==> config.mk <==
export PLATFORM = sky130hd
export DESIGN_NAME = mem_stage_lsu
export DESIGN_NICKNAME = d
export VERILOG_FILES = /design/src/rtl/mem_stage_lsu.sv
export SDC_FILE = /design/constraint.sdc
export NUM_CORES = 1
export LEC_CHECK = 0
export BUFFER_PORTS_ARGS = -buffer_cell sky130_fd_sc_hd__buf_4
export CAP_MARGIN = 40
export CORE_MARGIN = 8
export CORE_UTILIZATION = 55
export CTS_BUF_LIST = sky130_fd_sc_hd__clkbuf_16
export CTS_CLUSTER_DIAMETER = 60
export DETAILED_ROUTE_END_ITERATION = 10
export GPL_TIMING_DRIVEN = 0
export PLACE_DENSITY_LB_ADDON = 0.05
export SYNTH_ARGS = -nofsm -noshare
export SYNTH_HDL_FRONTEND = slang
export SYNTH_SLANG_ARGS = --single-unit
==> constraint.sdc <==
create_clock -name clk_i -period 2.56 [get_ports clk_i]
set_input_delay 0.128 -clock clk_i [delete_from_list [all_inputs] [get_ports clk_i]]
set_output_delay 0.128 -clock clk_i [all_outputs]
set_load 0.005 [all_outputs]
==> src/rtl/mem_stage_lsu.sv <==
// Memory stage load/store unit.
// Holds the EX/MEM stage register, runs the data-memory handshake
// (request/grant, then response for loads), builds byte lanes for stores,
// flags misaligned accesses and feeds the MEM/WB register.
module mem_stage_lsu (
    input  logic        clk_i,
    input  logic        rst_n_i,
    input  logic        EX_Mem_read_i,
    input  logic        EX_Mem_write_i,
    input  logic [2:0]  EX_Mem_op_size_i,
    input  logic [31:0] EX_ALU_result_i,
    input  logic [31:0] EX_Store_data_i,
    input  logic [4:0]  EX_Rd_i,
    input  logic        EX_Reg_writeE_i,
    input  logic        EX_Rd_source_i,
    output logic        dmem_req_o,
    output logic        dmem_we_o,
    output logic [31:0] dmem_addr_o,
    output logic [3:0]  dmem_be_o,
    output logic [31:0] dmem_wdata_o,
    input  logic        dmem_gnt_i,
    input  logic        dmem_rvalid_i,
    input  logic [31:0] dmem_rdata_i,
    output logic        MEM_stall_o,
    output logic        MEM_misalign_o,
    output logic [4:0]  MEM_Rd_o,
    output logic        MEM_Reg_writeE_o,
    output logic        MEM_Rd_source_o,
    output logic [2:0]  MEM_Mem_op_size_o,
    output logic [31:0] MEM_Load_result_o,
    output logic [31:0] MEM_ALU_result_o
);

    typedef enum logic [1:0] {
        IDLE = 2'b00,
        REQ  = 2'b01,
        RESP = 2'b10
    } state_e;

    // Access width is selected by funct3[1:0]: 00 byte, 01 half, else word.
    function automatic logic is_misaligned(input logic [1:0] size, input logic [1:0] off);
        logic mis;
        case (size)
            2'b00:   mis = 1'b0;
            2'b01:   mis = off[0];
            default: mis = (off != 2'b00);
        endcase
        return mis;
    endfunction

    state_e      state_q, state_d;

    // EX/MEM stage register
    logic        rd_en_q, rd_en_d;
    logic        wr_en_q, wr_en_d;
    logic [2:0]  size_q, size_d;
    logic [31:0] alu_q, alu_d;
    logic [31:0] sdata_q, sdata_d;
    logic [4:0]  rd_q, rd_d;
    logic        regw_q, regw_d;
    logic        rdsrc_q, rdsrc_d;
    logic        misalign_q, misalign_d;

    // MEM/WB register
    logic [4:0]  wb_rd_q, wb_rd_d;
    logic        wb_regw_q, wb_regw_d;
    logic        wb_rdsrc_q, wb_rdsrc_d;
    logic [2:0]  wb_size_q, wb_size_d;
    logic [31:0] wb_load_q, wb_load_d;
    logic [31:0] wb_alu_q, wb_alu_d;

    logic        stall_s;
    logic        req_s;
    logic        ex_is_mem_s;
    logic        ex_go_s;
    logic        st_is_store_s;
    logic        st_bad_s;
    logic [1:0]  off_s;
    logic [3:0]  be_s;
    logic [31:0] wdata_s;

    // Decode of the op currently in EX and of the op held in the stage register.
    always_comb begin
        ex_is_mem_s   = EX_Mem_read_i | EX_Mem_write_i;
        ex_go_s       = ex_is_mem_s & ~is_misaligned(EX_Mem_op_size_i[1:0], EX_ALU_result_i[1:0]);
        st_is_store_s = wr_en_q;
        off_s         = alu_q[1:0];
        st_bad_s      = (rd_en_q | wr_en_q) & is_misaligned(size_q[1:0], off_s);
    end

    // Handshake state machine: next state, request and stall.
    always_comb begin
        state_d = state_q;
        stall_s = 1'b0;
        req_s   = 1'b0;
        case (state_q)
            IDLE: begin
                stall_s = 1'b0;
            end
            REQ: begin
                req_s   = 1'b1;
                stall_s = ~(dmem_gnt_i & st_is_store_s);
                if (dmem_gnt_i) begin
                    state_d = st_is_store_s ? IDLE : RESP;
                end else begin
                    state_d = REQ;
                end
            end
            RESP: begin
                stall_s = ~dmem_rvalid_i;
                if (dmem_rvalid_i) begin
                    state_d = IDLE;
                end else begin
                    state_d = RESP;
                end
            end
            default: begin
                state_d = IDLE;
            end
        endcase
        // Completing (or idle) cycle captures the next op: chain straight into REQ.
        if (!stall_s) begin
            state_d = ex_go_s ? REQ : IDLE;
        end else begin
            state_d = state_d;
        end
    end

    // Store byte-lane enables and replicated write data.
    always_comb begin
        be_s    = 4'b0000;
        wdata_s = 32'h0000_0000;
        case (size_q[1:0])
            2'b00: begin
                be_s    = 4'b0001 << off_s;
                wdata_s = {4{sdata_q[7:0]}};
            end
            2'b01: begin
                be_s    = 4'b0011 << off_s;
                wdata_s = {2{sdata_q[15:0]}};
            end
            default: begin
                be_s    = 4'b1111;
                wdata_s = sdata_q;
            end
        endcase
    end

    // Stage register: capture EX when not stalled, otherwise hold.
    always_comb begin
        if (!stall_s) begin
            rd_en_d    = EX_Mem_read_i & ~EX_Mem_write_i;
            wr_en_d    = EX_Mem_write_i;
            size_d     = EX_Mem_op_size_i;
            alu_d      = EX_ALU_result_i;
            sdata_d    = EX_Store_data_i;
            rd_d       = EX_Rd_i;
            regw_d     = EX_Reg_writeE_i;
            rdsrc_d    = EX_Rd_source_i;
            misalign_d = ex_is_mem_s & ~ex_go_s;
        end else begin
            rd_en_d    = rd_en_q;
            wr_en_d    = wr_en_q;
            size_d     = size_q;
            alu_d      = alu_q;
            sdata_d    = sdata_q;
            rd_d       = rd_q;
            regw_d     = regw_q;
            rdsrc_d    = rdsrc_q;
            misalign_d = 1'b0;
        end
    end

    // MEM/WB register: advance when not stalled, insert a bubble when stalled.
    always_comb begin
        if (!stall_s) begin
            wb_rd_d    = rd_q;
            wb_regw_d  = regw_q & ~st_bad_s;
            wb_rdsrc_d = rdsrc_q;
            wb_size_d  = size_q;
            wb_load_d  = dmem_rdata_i >> {off_s, 3'b000};
            wb_alu_d   = alu_q;
        end else begin
            wb_rd_d    = wb_rd_q;
            wb_regw_d  = 1'b0;
            wb_rdsrc_d = wb_rdsrc_q;
            wb_size_d  = wb_size_q;
            wb_load_d  = wb_load_q;
            wb_alu_d   = wb_alu_q;
        end
    end

    // State, stage and writeback flops with synchronous active-low reset.
    always_ff @(posedge clk_i) begin
        if (!rst_n_i) begin
            state_q    <= IDLE;
            rd_en_q    <= 1'b0;
            wr_en_q    <= 1'b0;
            size_q     <= 3'b000;
            alu_q      <= 32'h0000_0000;
            sdata_q    <= 32'h0000_0000;
            rd_q       <= 5'd0;
            regw_q     <= 1'b0;
            rdsrc_q    <= 1'b0;
            misalign_q <= 1'b0;
            wb_rd_q    <= 5'd0;
            wb_regw_q  <= 1'b0;
            wb_rdsrc_q <= 1'b0;
            wb_size_q  <= 3'b000;
            wb_load_q  <= 32'h0000_0000;
            wb_alu_q   <= 32'h0000_0000;
        end else begin
            state_q    <= state_d;
            rd_en_q    <= rd_en_d;
            wr_en_q    <= wr_en_d;
            size_q     <= size_d;
            alu_q      <= alu_d;
            sdata_q    <= sdata_d;
            rd_q       <= rd_d;
            regw_q     <= regw_d;
            rdsrc_q    <= rdsrc_d;
            misalign_q <= misalign_d;
            wb_rd_q    <= wb_rd_d;
            wb_regw_q  <= wb_regw_d;
            wb_rdsrc_q <= wb_rdsrc_d;
            wb_size_q  <= wb_size_d;
            wb_load_q  <= wb_load_d;
            wb_alu_q   <= wb_alu_d;
        end
    end

    // Output drive; memory attributes only while a request is up so they stay stable.
    always_comb begin
        dmem_req_o        = req_s;
        dmem_we_o         = req_s & st_is_store_s;
        dmem_addr_o       = req_s ? {alu_q[31:2], 2'b00} : 32'h0000_0000;
        dmem_be_o         = req_s ? be_s : 4'b0000;
        dmem_wdata_o      = req_s ? wdata_s : 32'h0000_0000;
        MEM_stall_o       = stall_s;
        MEM_misalign_o    = misalign_q;
        MEM_Rd_o          = wb_rd_q;
        MEM_Reg_writeE_o  = wb_regw_q;
        MEM_Rd_source_o   = wb_rdsrc_q;
        MEM_Mem_op_size_o = wb_size_q;
        MEM_Load_result_o = wb_load_q;
        MEM_ALU_result_o  = wb_alu_q;
    end

endmodule

==> impl_metrics.yaml <==
clocking:
  insertion_delay_ns: 0.44
  cts_tree: "built"
  cts_root_buf: "clkbuf_16"
  clkTransAtPathRegs_ns: 0.06
  clockBufferDepth: 2
  clock_sinks: 153
  numCtsBuffers: 17
  cts_max_level: 4
  cts_setup_buffers: 0
placed_design:
  place_congestion: 0.924
  dpl_cell_area_sq_mm: 0.0102
  dp.final_hpwl_um: 21700
  dp_cells: 1361
  port_buffers: 254
die:
  die_h_um: 137
  initial_utilization_pct: 55.9
  die_area_sq_mm: 0.0188
  die_w_um: 137
  ioPinCount: 258
  core_area_sq_mm: 0.0144
  row_count: 44
synthesis:
  async_reset_ff_share_pct: 0
  synth-seq-cells: 153
  synth.area.top_cells: "dfxtp_1 38%, o211ai_1 23%, a21oi_1 8.4%"
  synth-edff-count: 0
  synth_top_area_cell: "dfxtp_1"
  yosysTopAreaCellShare_pct: 38.0
  yosys_warnings: 0
  synth-main-ff-cell: "dfxtp_1"
  synth_area_sq_mm: 0.00806
  netlist_instances: 922
  avgSynthCellArea_sq_um: 8.74
  synth_cell_types: 40
  ys_seq_area_share_pct: 38.0
power_and_ir_drop:
  powerDensity_mw_per_mm2: 547
  p_leak_nw: 4.34
  ir_drop_mv: 0.554
grt:
  grt-ovfl-total: 0
  track_usage_pct: 30.9
  grt_max_degree: 17
  grt_pass1_wl_um: 45900
  grt_antenna_before_repair: 1
  grt_pass1_vias: 8431
worst_setup_path:
  crit_family: "buffers and inverters"
  worst-setup-path-type: "flop to output pin"
  r2r_slack_ns: 0.34
  crit_chain: "inv_1, ha_1, buf_4, a21boi_1, buf_6, o21ai_4, buf_4, inv_1, buf_4"
  cp_slowest_cell: "dfxtp_1"
  critPathArrivalTime_ns: 2.34
  cpMostUsedCell: "buf_4"
  critPathLaunchType: "flop"
  crit_fanout: 10
  cp-end-kind: "output pin"
  critPathMaxStageDelay_ns: 0.33
  crit_required_ns: 2.43
  cp_num_buf_inv: 6
routing:
  wl_um: 30100
  avgRoutedWirePerCell_um: 21.1
  vias: 9009
  viasPerCell: 6.30
  drc: 0
  first_pass_iters: 7
  drtAntennaViolNets: 0
  drtIter0Drc: 908
finish:
  final_common_cell: "buf_4"
  final_cell_mix: "263 x buf_4, 249 x o211ai_1, 153 x dfxtp_1, 135 x a21oi_1, 58 x clkbuf_1"
  area_delta_synth_final_pct: 37.6
  stdcell_area_sq_mm: 0.0111
  final_cells: 1429
  drive_above_1_share_pct: 30.4
  fin_nets: 1346
  final_util_pct: 76.8
sta:
  setup-tns-final_ns: 0
  fin_skew_ns: 0.00788
  fmax_ghz: 0.406
  period_needed_ns: 2.46
  worst_pin_slew_ns: 0.713
  setup_violations: 0
  hold_viol: 0
  slew_headroom_pct: 52.3
  rsz0062_at_grt: "no"
  finalCritPeriodShare_pct: 96.3
  maxSlewViolCount: 0
run_status:
  status: "finished clean"
run:
  drv_cap: 0
worst_hold_path:
  hp-class: "primary input to flop"
-- synth_stat cells (all sizes together), types with 9 or more instances --
cell     count
o21ai       19
o211ai     250
a211oi       9
clkbuf      59
a21oi      135
o2111ai     17
nor2b       17
mux2i       24
and2        56
buf         75
a21boi       9
dfxtp      153
nand2       27
-- where the power goes --
group | internal (mW) | total, mW | switching, mW
logic | 0.539 | 1.12 | 0.582
clock network | 1.24 | 2.30 | 1.07
registers | 2.53 | 2.64 | 0.111
total | 4.31 | 6.07 | 1.76
-- through the flow --
| stage | setup slack (ns) | hold WS (ns) | power, mW |
|---|---|---|---|
| detailed placement | 0.420 | 0.426 | 3.74 |
| finish | 0.0953 | 0.000654 | 6.07 |
| global placement | 0.454 | 0.421 | 3.73 |
| global route | 0.0279 | 0.00297 | 6.27 |
| CTS | 0.0466 | 0.000135 | 6.04 |
| floorplan | 0.844 | 0.292 | 3.22 |
-- flip-flops by register name, indices dropped and copies added (netlist names), 2 cells and up --
register,flops
alu_q,32
size_q,3
MEM_ALU_result_o,32
state_q,2
MEM_Mem_op_size_o,3
rd_q,5
MEM_Load_result_o,32
MEM_Rd_o,5
sdata_q,32
-- what timing repair did --
item	CTS	global route
hold endpoints to repair	35	0
gates resized for setup	0	2
hold buffers	35	0
setup endpoints to repair	0	29
-- final timing paths --
check | startpoint | end | cells after the start
worst max-delay path | state_q[1] | MEM_stall_o | 9
worst min-delay path | EX_Store_data_i[31] | sdata_q[31] | 3
worst max register to register | state_q[0] | MEM_ALU_result_o[30] | 8
worst min register to register | MEM_Load_result_o[7] | MEM_Load_result_o[7] | 2
-- final cells by class --
class,instances,area (sq um)
clock buffer,17,425
clock inverter,15,106
inverter,7,26.3
buffer,134,666
tap,184,230
sequential,153,3060
fill,1076,3340
timing repair buffer,289,2260
multi-input combinational,629,4310
antenna,1,2.50
-- worst min-delay path: stages --
cell and delay [ns]:
buf_4 0.11, o211ai_1 0.07, a21oi_1 0.07
-- logic make-up (layout without fill, tap and decap cells) --
kind of cell | count (synthesis) | after routing | share of synthesized area, %
buffers and inverters | 141 | 462 | 8.57
DFF | 153 | 153 | 38.0
muxes | 32 | 32 | 4.10
other | 1 | 3 | 0.0465
adders and majority gates | 3 | 3 | 0.466
AOI/OAI and AO/OA | 471 | 471 | 40.4
and+or+nand+nor | 121 | 121 | 8.42
-- metal layers --
metal,wire length [um],global-route usage (%),vias up
met2,14100,49.1,532
met5,0,0,-
met1,12300,40.5,4236
met3,2800,5.73,69
li1,-,-,4172
met4,912,12.5,0
Note: power is estimated with default switching activity, not from simulation.
